`config.mk`:
```
export PLATFORM = sky130hd
export DESIGN_NAME = apb_req_arbiter_flat
export DESIGN_NICKNAME = d
export VERILOG_FILES = /design/src/rtl/apb_req_arbiter_if.sv /design/src/rtl/apb_req_arbiter.sv /design/src/flat_wrapper.sv
export SDC_FILE = /design/constraint.sdc
export NUM_CORES = 1
export LEC_CHECK = 0
export BUFFER_PORTS_ARGS = -buffer_cell sky130_fd_sc_hd__buf_2
export CAP_MARGIN = 0
export CORE_ASPECT_RATIO = 1.1
export CORE_MARGIN = 3
export CORE_UTILIZATION = 42
export CTS_CLUSTER_SIZE = 30
export DETAILED_ROUTE_END_ITERATION = 10
export GPL_ROUTABILITY_DRIVEN = 0
export GPL_TIMING_DRIVEN = 0
export PLACE_DENSITY = 0.8
export SLEW_MARGIN = 20
export SYNTH_ARGS = -nofsm -noshare
export SYNTH_HDL_FRONTEND = slang
export SYNTH_SLANG_ARGS = --single-unit
```
`constraint.sdc`:
```
create_clock -name clk -period 1.81 [get_ports clk]
set_input_delay 0.2715 -clock clk [delete_from_list [all_inputs] [get_ports clk]]
set_output_delay 0.2715 -clock clk [all_outputs]
set_load 0.01 [all_outputs]
```
`src/rtl/apb_req_arbiter_if.sv`:
```
// Request-side and APB-side signal bundle for apb_req_arbiter.
// Optional macro APB_ARB_PREADY_EN adds the slave pready input.
interface apb_req_arbiter_if #(
   parameter int addrWidth = 32,
   parameter int dataWidth = 32
);
   // Handshake: a requester raises req[i] with its fields and holds it until
   // ack[i] pulses for one cycle; that pulse retires exactly one transaction.
   logic [1:0]             req;
   logic [1:0]             reqWrite;
   logic [2*addrWidth-1:0] reqAddr;
   logic [2*dataWidth-1:0] reqWdata;
   logic [1:0]             ack;
   logic [dataWidth-1:0]   rdata;
   logic                   busy;
   logic                   psel;
   logic                   penable;
   logic                   pwrite;
   logic [addrWidth-1:0]   paddr;
   logic [dataWidth-1:0]   pwdata;
   logic [dataWidth-1:0]   prdata;
`ifdef APB_ARB_PREADY_EN
   logic                   pready;

   modport master (
      input  req, reqWrite, reqAddr, reqWdata, prdata, pready,
      output ack, rdata, busy, psel, penable, pwrite, paddr, pwdata
   );
   modport slave (
      output req, reqWrite, reqAddr, reqWdata, prdata, pready,
      input  ack, rdata, busy, psel, penable, pwrite, paddr, pwdata
   );
`else
   modport master (
      input  req, reqWrite, reqAddr, reqWdata, prdata,
      output ack, rdata, busy, psel, penable, pwrite, paddr, pwdata
   );
   modport slave (
      output req, reqWrite, reqAddr, reqWdata, prdata,
      input  ack, rdata, busy, psel, penable, pwrite, paddr, pwdata
   );
`endif
endinterface

```
`src/rtl/apb_req_arbiter.sv`:
```
// Two-requester round-robin arbiter driving one APB master port.
// Macro APB_ARB_PREADY_EN: adds pready wait states in ACCESS.
module apb_req_arbiter #(
   parameter int addrWidth = 32,
   parameter int dataWidth = 32
) (
   input  logic              clk,
   input  logic              rst_n,
   apb_req_arbiter_if.master bus,
   output logic [1:0]        dbg_state
);
   typedef enum logic [1:0] {
      IDLE     = 2'd0,
      SETUP    = 2'd1,
      ACCESS   = 2'd2,
      COMPLETE = 2'd3
   } state_e;

   state_e               state_q, state_d;
   logic [1:0]           ack_q, ack_d;
   logic                 grant_q, grant_d;
   logic                 last_q, last_d;
   logic                 write_q, write_d;
   logic [addrWidth-1:0] addr_q, addr_d;
   logic [dataWidth-1:0] wdata_q, wdata_d;
   logic [dataWidth-1:0] rdata_q, rdata_d;
   logic [1:0]           elig;
   logic                 grant_valid;
   logic                 grant_idx;
   logic                 access_done;

`ifdef APB_ARB_PREADY_EN
   assign access_done = bus.pready;
`else
   assign access_done = 1'b1;
`endif

   // A requester sitting in its ack cycle is not eligible, so a held req
   // cannot be served twice for one transaction.
   always_comb begin
      elig        = bus.req & ~ack_q;
      grant_valid = |elig;
      grant_idx   = (elig == 2'b11) ? ~last_q : elig[1];
   end

   always_ff @(posedge clk) begin
      if (!rst_n) begin
         state_q <= IDLE;
      end else begin
         state_q <= state_d;
      end
   end

   always_comb begin
      state_d = state_q;
      case (state_q)
         IDLE:     if (grant_valid) state_d = SETUP;
         SETUP:    state_d = ACCESS;
         ACCESS:   if (access_done) state_d = COMPLETE;
         COMPLETE: state_d = IDLE;
         default:  state_d = IDLE;
      endcase
   end

   always_ff @(posedge clk) begin
      if (!rst_n) begin
         ack_q   <= 2'b00;
         grant_q <= 1'b0;
         last_q  <= 1'b1;
         write_q <= 1'b0;
         addr_q  <= '0;
         wdata_q <= '0;
         rdata_q <= '0;
      end else begin
         ack_q   <= ack_d;
         grant_q <= grant_d;
         last_q  <= last_d;
         write_q <= write_d;
         addr_q  <= addr_d;
         wdata_q <= wdata_d;
         rdata_q <= rdata_d;
      end
   end

   // Request fields are captured once at grant; later requester edits are ignored.
   always_comb begin
      ack_d   = 2'b00;
      grant_d = grant_q;
      last_d  = last_q;
      write_d = write_q;
      addr_d  = addr_q;
      wdata_d = wdata_q;
      rdata_d = rdata_q;
      if (state_q == IDLE && grant_valid) begin
         grant_d = grant_idx;
         last_d  = grant_idx;
         write_d = bus.reqWrite[grant_idx];
         addr_d  = grant_idx ? bus.reqAddr[2*addrWidth-1:addrWidth]
                             : bus.reqAddr[addrWidth-1:0];
         wdata_d = grant_idx ? bus.reqWdata[2*dataWidth-1:dataWidth]
                             : bus.reqWdata[dataWidth-1:0];
      end
      if (state_q == COMPLETE) begin
         ack_d[grant_q] = 1'b1;
         if (!write_q) rdata_d = bus.prdata;
      end
   end

   always_comb begin
      bus.psel    = (state_q == SETUP) || (state_q == ACCESS);
      bus.penable = (state_q == ACCESS);
      bus.busy    = (state_q != IDLE);
      bus.pwrite  = write_q;
      bus.paddr   = addr_q;
      bus.pwdata  = wdata_q;
      bus.ack     = ack_q;
      bus.rdata   = rdata_q;
      dbg_state   = state_q;
   end
endmodule

```
`src/flat_wrapper.sv`:
```
// flat-port wrapper written by rule: the top's interface ports become plain ports
module apb_req_arbiter_flat 
#(
   parameter int addrWidth = 32,
   parameter int dataWidth = 32
)
  (clk, rst_n, dbg_state, bus_req, bus_reqWrite, bus_reqAddr, bus_reqWdata, bus_prdata, bus_ack, bus_rdata, bus_busy, bus_psel, bus_penable, bus_pwrite, bus_paddr, bus_pwdata);
  apb_req_arbiter_if #(.addrWidth(addrWidth), .dataWidth(dataWidth)) bus_i ();
  input  logic clk;
  input  logic rst_n;
  output logic [1:0] dbg_state;
  input wire logic [$bits(bus_i.req)-1:0] bus_req;
  input wire logic [$bits(bus_i.reqWrite)-1:0] bus_reqWrite;
  input wire logic [$bits(bus_i.reqAddr)-1:0] bus_reqAddr;
  input wire logic [$bits(bus_i.reqWdata)-1:0] bus_reqWdata;
  input wire logic [$bits(bus_i.prdata)-1:0] bus_prdata;
  output wire logic [$bits(bus_i.ack)-1:0] bus_ack;
  output wire logic [$bits(bus_i.rdata)-1:0] bus_rdata;
  output wire logic [$bits(bus_i.busy)-1:0] bus_busy;
  output wire logic [$bits(bus_i.psel)-1:0] bus_psel;
  output wire logic [$bits(bus_i.penable)-1:0] bus_penable;
  output wire logic [$bits(bus_i.pwrite)-1:0] bus_pwrite;
  output wire logic [$bits(bus_i.paddr)-1:0] bus_paddr;
  output wire logic [$bits(bus_i.pwdata)-1:0] bus_pwdata;
  assign bus_i.req = bus_req;
  assign bus_i.reqWrite = bus_reqWrite;
  assign bus_i.reqAddr = bus_reqAddr;
  assign bus_i.reqWdata = bus_reqWdata;
  assign bus_i.prdata = bus_prdata;
  assign bus_ack = bus_i.ack;
  assign bus_rdata = bus_i.rdata;
  assign bus_busy = bus_i.busy;
  assign bus_psel = bus_i.psel;
  assign bus_penable = bus_i.penable;
  assign bus_pwrite = bus_i.pwrite;
  assign bus_paddr = bus_i.paddr;
  assign bus_pwdata = bus_i.pwdata;
  apb_req_arbiter #(.addrWidth(addrWidth), .dataWidth(dataWidth)) u_core (.clk(clk), .rst_n(rst_n), .bus(bus_i), .dbg_state(dbg_state));
endmodule
```
# Word level (Yosys, flattened, before mapping)
# Cells that the tools add are included.
# word_totals
rom_bits	0
inputBits	166
ramBits	0
register_bits	103
n_memories	0
wordCells	37
latchBits	0
# classes
n_addsub	0
div	0
bitwise	4
n_shift	0
mux	9
n_lt_le_gt_ge	3
n_reduce_logical	8
eq_ne	5
multipliers	0
# op_table
cell	n
32-bit two-way mux	2
2-bit one-hot mux with 4 select lines	1
2-bit equality test (second input constant)	3
1-bit by 2-bit < comparator with 1-bit output (second input constant)	2
1-bit two-way mux	4
2-bit AND reduction	2
2-bit bitwise AND	1
2-bit by 1-bit equality test with 1-bit output (second input constant)	1
1-bit logical AND	2
2-bit logical NOT	1
2-bit two-way mux	1
2-bit by 1-bit != test with 1-bit output (second input constant)	1
1-bit inverter	2
2-bit inverter	1
2-bit nonzero test	1
2-bit OR reduction	1
1-bit demux with 1-bit select	1
1-bit >= comparator (second input constant)	1
1-bit logical OR	1

# Depth between registers and ports, before layout
# depth
word_depth	6
depth_mapped	8
ltp_nobuf	6

# Worst setup path after synthesis
# Ideal clock, no wire load.
# synth_timing
path_kind	reg-to-reg
startpoint	register u_core.state_q[0], in the netlist u_core.dbg_state[0]
endpoint	register u_core.wdata_q[26], in the netlist u_core.bus.pwdata[26]
t_required_ns	1.685
path_stages_with_launch	9
setup_slack_ns	0.396
period_less_slack_ns	1.414
arrival_time_ns	1.288
path_cell_list	dfxtp_1 -> inv_1 -> ha_1 -> inv_1 -> a21oi_4 -> buf_6 -> buf_6 -> o21ai_1 -> a31oi_1
# synth_between
elab_chain_cells	2
# synth_lines
item	line	source
start, declared	apb_req_arbiter.sv:19	state_e state_q, state_d;
start signal, assigned	apb_req_arbiter.sv:50	state_q <= state_d;
2-bit logical NOT	apb_req_arbiter.sv:94	if (state_q == IDLE && grant_valid) begin
1-bit logical AND	apb_req_arbiter.sv:94	
end signal, assigned	apb_req_arbiter.sv:80	wdata_q <= wdata_d;
end, declared	apb_req_arbiter.sv:25	logic [dataWidth-1:0] wdata_q, wdata_d;
# No other way between the ends.
# A chain may end at the register's enable or synchronous reset.

# Worst setup path after layout
# layout_timing
startpoint	register u_core.state_q[0], in the netlist u_core.dbg_state[0]
endpoint	register u_core.addr_q[4], in the netlist u_core.bus.paddr[4]
# layout_between
elab_chain_cells	2
# layout_lines
item	line	source
2-bit logical NOT	apb_req_arbiter.sv:94	
1-bit logical AND	apb_req_arbiter.sv:94	
end signal, assigned	apb_req_arbiter.sv:79	addr_q <= addr_d;
end, declared	apb_req_arbiter.sv:24	logic [addrWidth-1:0] addr_q, addr_d;
# No other way between the ends.

==> out/qor.txt <==
Yosys reg bits: 103
Cell mode on critical path: inv_1
Post-synth EDFFs: 0
Initial antenna violation count: 0
# IOs: 270
Worst-Margin Slew: 432 ps
Xor and xnor area share after synthesis: 0%
Final Hold Viols: 0
Final Critical Period: 1640 ps
PwrDens: 1410 mW/mm²
Slowest cell on crit path: dfxtp_1
Final nets: 982
DRT Pass-1 Iters: 6
Most used DFF post-synth: dfxtp_1
Via count: 4,813
CP max FO: 10
Vias in the first global route: 4,558
Die footprint: 0.0112 mm²
Die Ht: 111 µm
R2R cell count: 8
Post-cts hold buffer count: 0
DRC errors left: 0
Synth unique cells: 24
Max H-tree Level: 3
CP Class: reg -> reg
GRT overflow: 0
First-pass GRT wire length: 21.7 mm
Clock Tree Root: clkbuf_8
Layout cells sized above 1: 39.1%
Main combinational cell family by area after synthesis: compound AO/OA/AOI/OAI gates
Syn_area_per_cell: 7.89 µm²
Critical path cell sequence: inv_1 -> ha_1 -> inv_1 -> a21oi_4 -> buf_4 -> clkbuf_4 -> o21ai_0 -> a31oi_1
Sequential Power Share: 39.3%
Post-synthesis cell area: 0.00420 mm²
NetSw: 3.14 mW
Sink Count: 103
Post-synth top area share: 49.1%
Syn-to-layout area delta: 41.7%
Syn Nets: 701
Int Pwr: 5.25 mW
Synthesis Warnings: 0
CP Launch Type: flip-flop
CTS tree: yes
Setup crit end kind: flip-flop
Post-synth ARST share: 0%
Synth Area in Adders: 0.894%
# rows: 37
Pre-CTS WS: 104 ps
Via density: 5.15
Final Cycle Share: 90.6%
HP Class: in -> reg
Worst EP required: 2060 ps
Cts bufs inserted: 9
RSZ-0062 raised after global routing: false
Fin. max-slew vios: 0
Reg clk slew, reported paths: 90 ps
Complex-gate fraction of the synthesized area: 24.0%
Post-DP HPWL: 10.9 mm
Max-slew headroom: 71.2%
Outcome: completed
Top cell type by total area after synthesis: dfxtp_1
Antenna Nets Post-Route: 0
Mapped Cells: 532
Max IR drop VDD: 689 µV
FMAX: 0.610 GHz
Clock power share: 20.6%
Port Buffer Count: 268
Share of total power in combinational logic: 40.0%
Final setup fails: 0
Die X: 101 µm
Final wirelength: 14.0 mm
Initial core utilization: 44.0%
WHS Path Cells: 3
Multiplexer area fraction after synthesis: 0.238%
Area fraction in and, or, nand and nor cells after synthesis: 19.8%
Sequential area share after synthesis: 49.1%
Synth area leaders: dfxtp_1 49%, nand2_1 18%, a31oi_1 9.7%
Crit path DAT: 1890 ps
CP max stage delay: 390 ps
Core box area: 0.00954 mm²
DRT iter0 DRCs: 214
Final Skew: 5.72 ps
All-Layer GR Usage: 24.0%
Final setup margin: 170 ps
Leak pwr: 2.95 nW
Max cap viols: 0
Clock buffer depth: 2
Switching part of the total: 37.4%
Worst skew pair latency: 370 ps
Pin count of the biggest net entering global routing: 17
Wire per inst: 15.0 µm
Total negative slack: 0 ps
Diodes inserted: 0
==> Yosys cell counts, types with 2 or more instances <==
cell	instances
inv_1	3
nand2_1	197
buf_6	2
buf_4	6
a21boi_0	33
o21ai_0	60
a31oi_1	65
nor2b_1	3
clkbuf_1	14
ha_1	3
nand3_1	2
nand2b_1	4
buf_2	23
dfxtp_1	103
o21ai_1	5
==> final cells by class <==
class	count	area [µm²]
Sequential cell	103	2060
Fill cell	865	3590
Clock buffer	10	138
Multi-Input combinational cell	380	1890
Clock inverter	6	108
Buffer	46	241
Tap cell	117	146
Timing Repair Buffer	270	1360
Inverter	3	11.3
==> power by group through the flow <==
stage | Combinational (mW) | Sequential [mW] | Clock (mW)
after global placement | 3.25 | 3.31 | 0
after CTS | 3.34 | 3.29 | 1.76
after floorplan | 1.59 | 3.62 | 0
final | 3.36 | 3.30 | 1.73
after global routing | 3.74 | 3.38 | 1.86
after detailed placement | 3.33 | 3.33 | 0
==> sequential cells by signal, summed over array words and instances, names as in the netlist <==
signal / flops
u_core.grant_q: 1
u_core.bus.ack: 2
u_core.bus.pwdata: 32
u_core.bus.pwrite: 1
u_core.bus.rdata: 32
u_core.last_q: 1
u_core.dbg_state: 2
u_core.bus.paddr: 32
==> critical path, delay by kind of cell, from the launching register on <==
kind / cells / cell delay (ps)
AOI/OAI and AO/OA: 3 / 340
adders and majority gates: 1 / 230
buffers and inverters: 4 / 560
DFF: 1 / 390
==> logic make-up after synthesis <==
| kind of cell | count (synthesis) |
|---|---|
| flip-flops | 103 |
| AO/OA/AOI/OAI | 165 |
| adder cells (fa/ha/maj) | 3 |
| multiplexers | 1 |
| AND/OR/NAND/NOR | 211 |
| buffers and inverters | 49 |
==> layer usage <==
layer	vias up	share of wire [%]	GRT usage, %
li1	2368	-	-
met1	2173	39	27.7
met2	233	49	41.3
met3	39	9.0	5.92
met4	0	3.0	10.0
met5	-	0	0
==> final timing paths <==
kind / startpoint / endpoint / slack, ps
worst max register to register: u_core.dbg_state[0] / u_core.bus.paddr[4] / 170
worst min register to register: u_core.grant_q / u_core.bus.ack[0] / 440
worst min-delay path: bus_reqWdata[30] / u_core.bus.pwdata[30] / 140
worst max-delay path: u_core.dbg_state[0] / u_core.bus.paddr[4] / 170
==> placed cells by master (no fill, tap or decap), drive strengths merged, types with 3 or more instances in the layout <==
master	Yosys	final
buf	32	301
nand2	197	197
dfxtp	103	103
a31oi	65	65
o21ai	65	65
a21boi	33	33
clkbuf	14	25
nand2b	5	5
inv	3	3
nor2b	3	3
ha	3	3
bufinv	0	3
==> metrics by stage <==
step / area (µm²) / std cells / hold WS [ps] / util [%] / total power, mW
3_5_place_dp: 5690 / 917 / 424 / 59.6 / 6.66
5_1_grt: 5950 / 935 / 124 / 62.4 / 8.98
2_1_floorplan: 4200 / 532 / 404 / - / 5.20
4_1_cts: 5930 / 933 / 125 / 62.2 / 8.40
6_report: 5950 / 935 / 139 / 62.4 / 8.39
3_3_place_gp: 5690 / 917 / 414 / 59.6 / 6.56
==> what timing repair did <==
item | CTS | global route
endpoints found under the setup margin | 0 | 29
setup buffers | 0 | 2
endpoints found under the hold margin | 0 | 0
gates resized for setup | 0 | 1
Note: power is estimated with default switching activity, not from simulation.
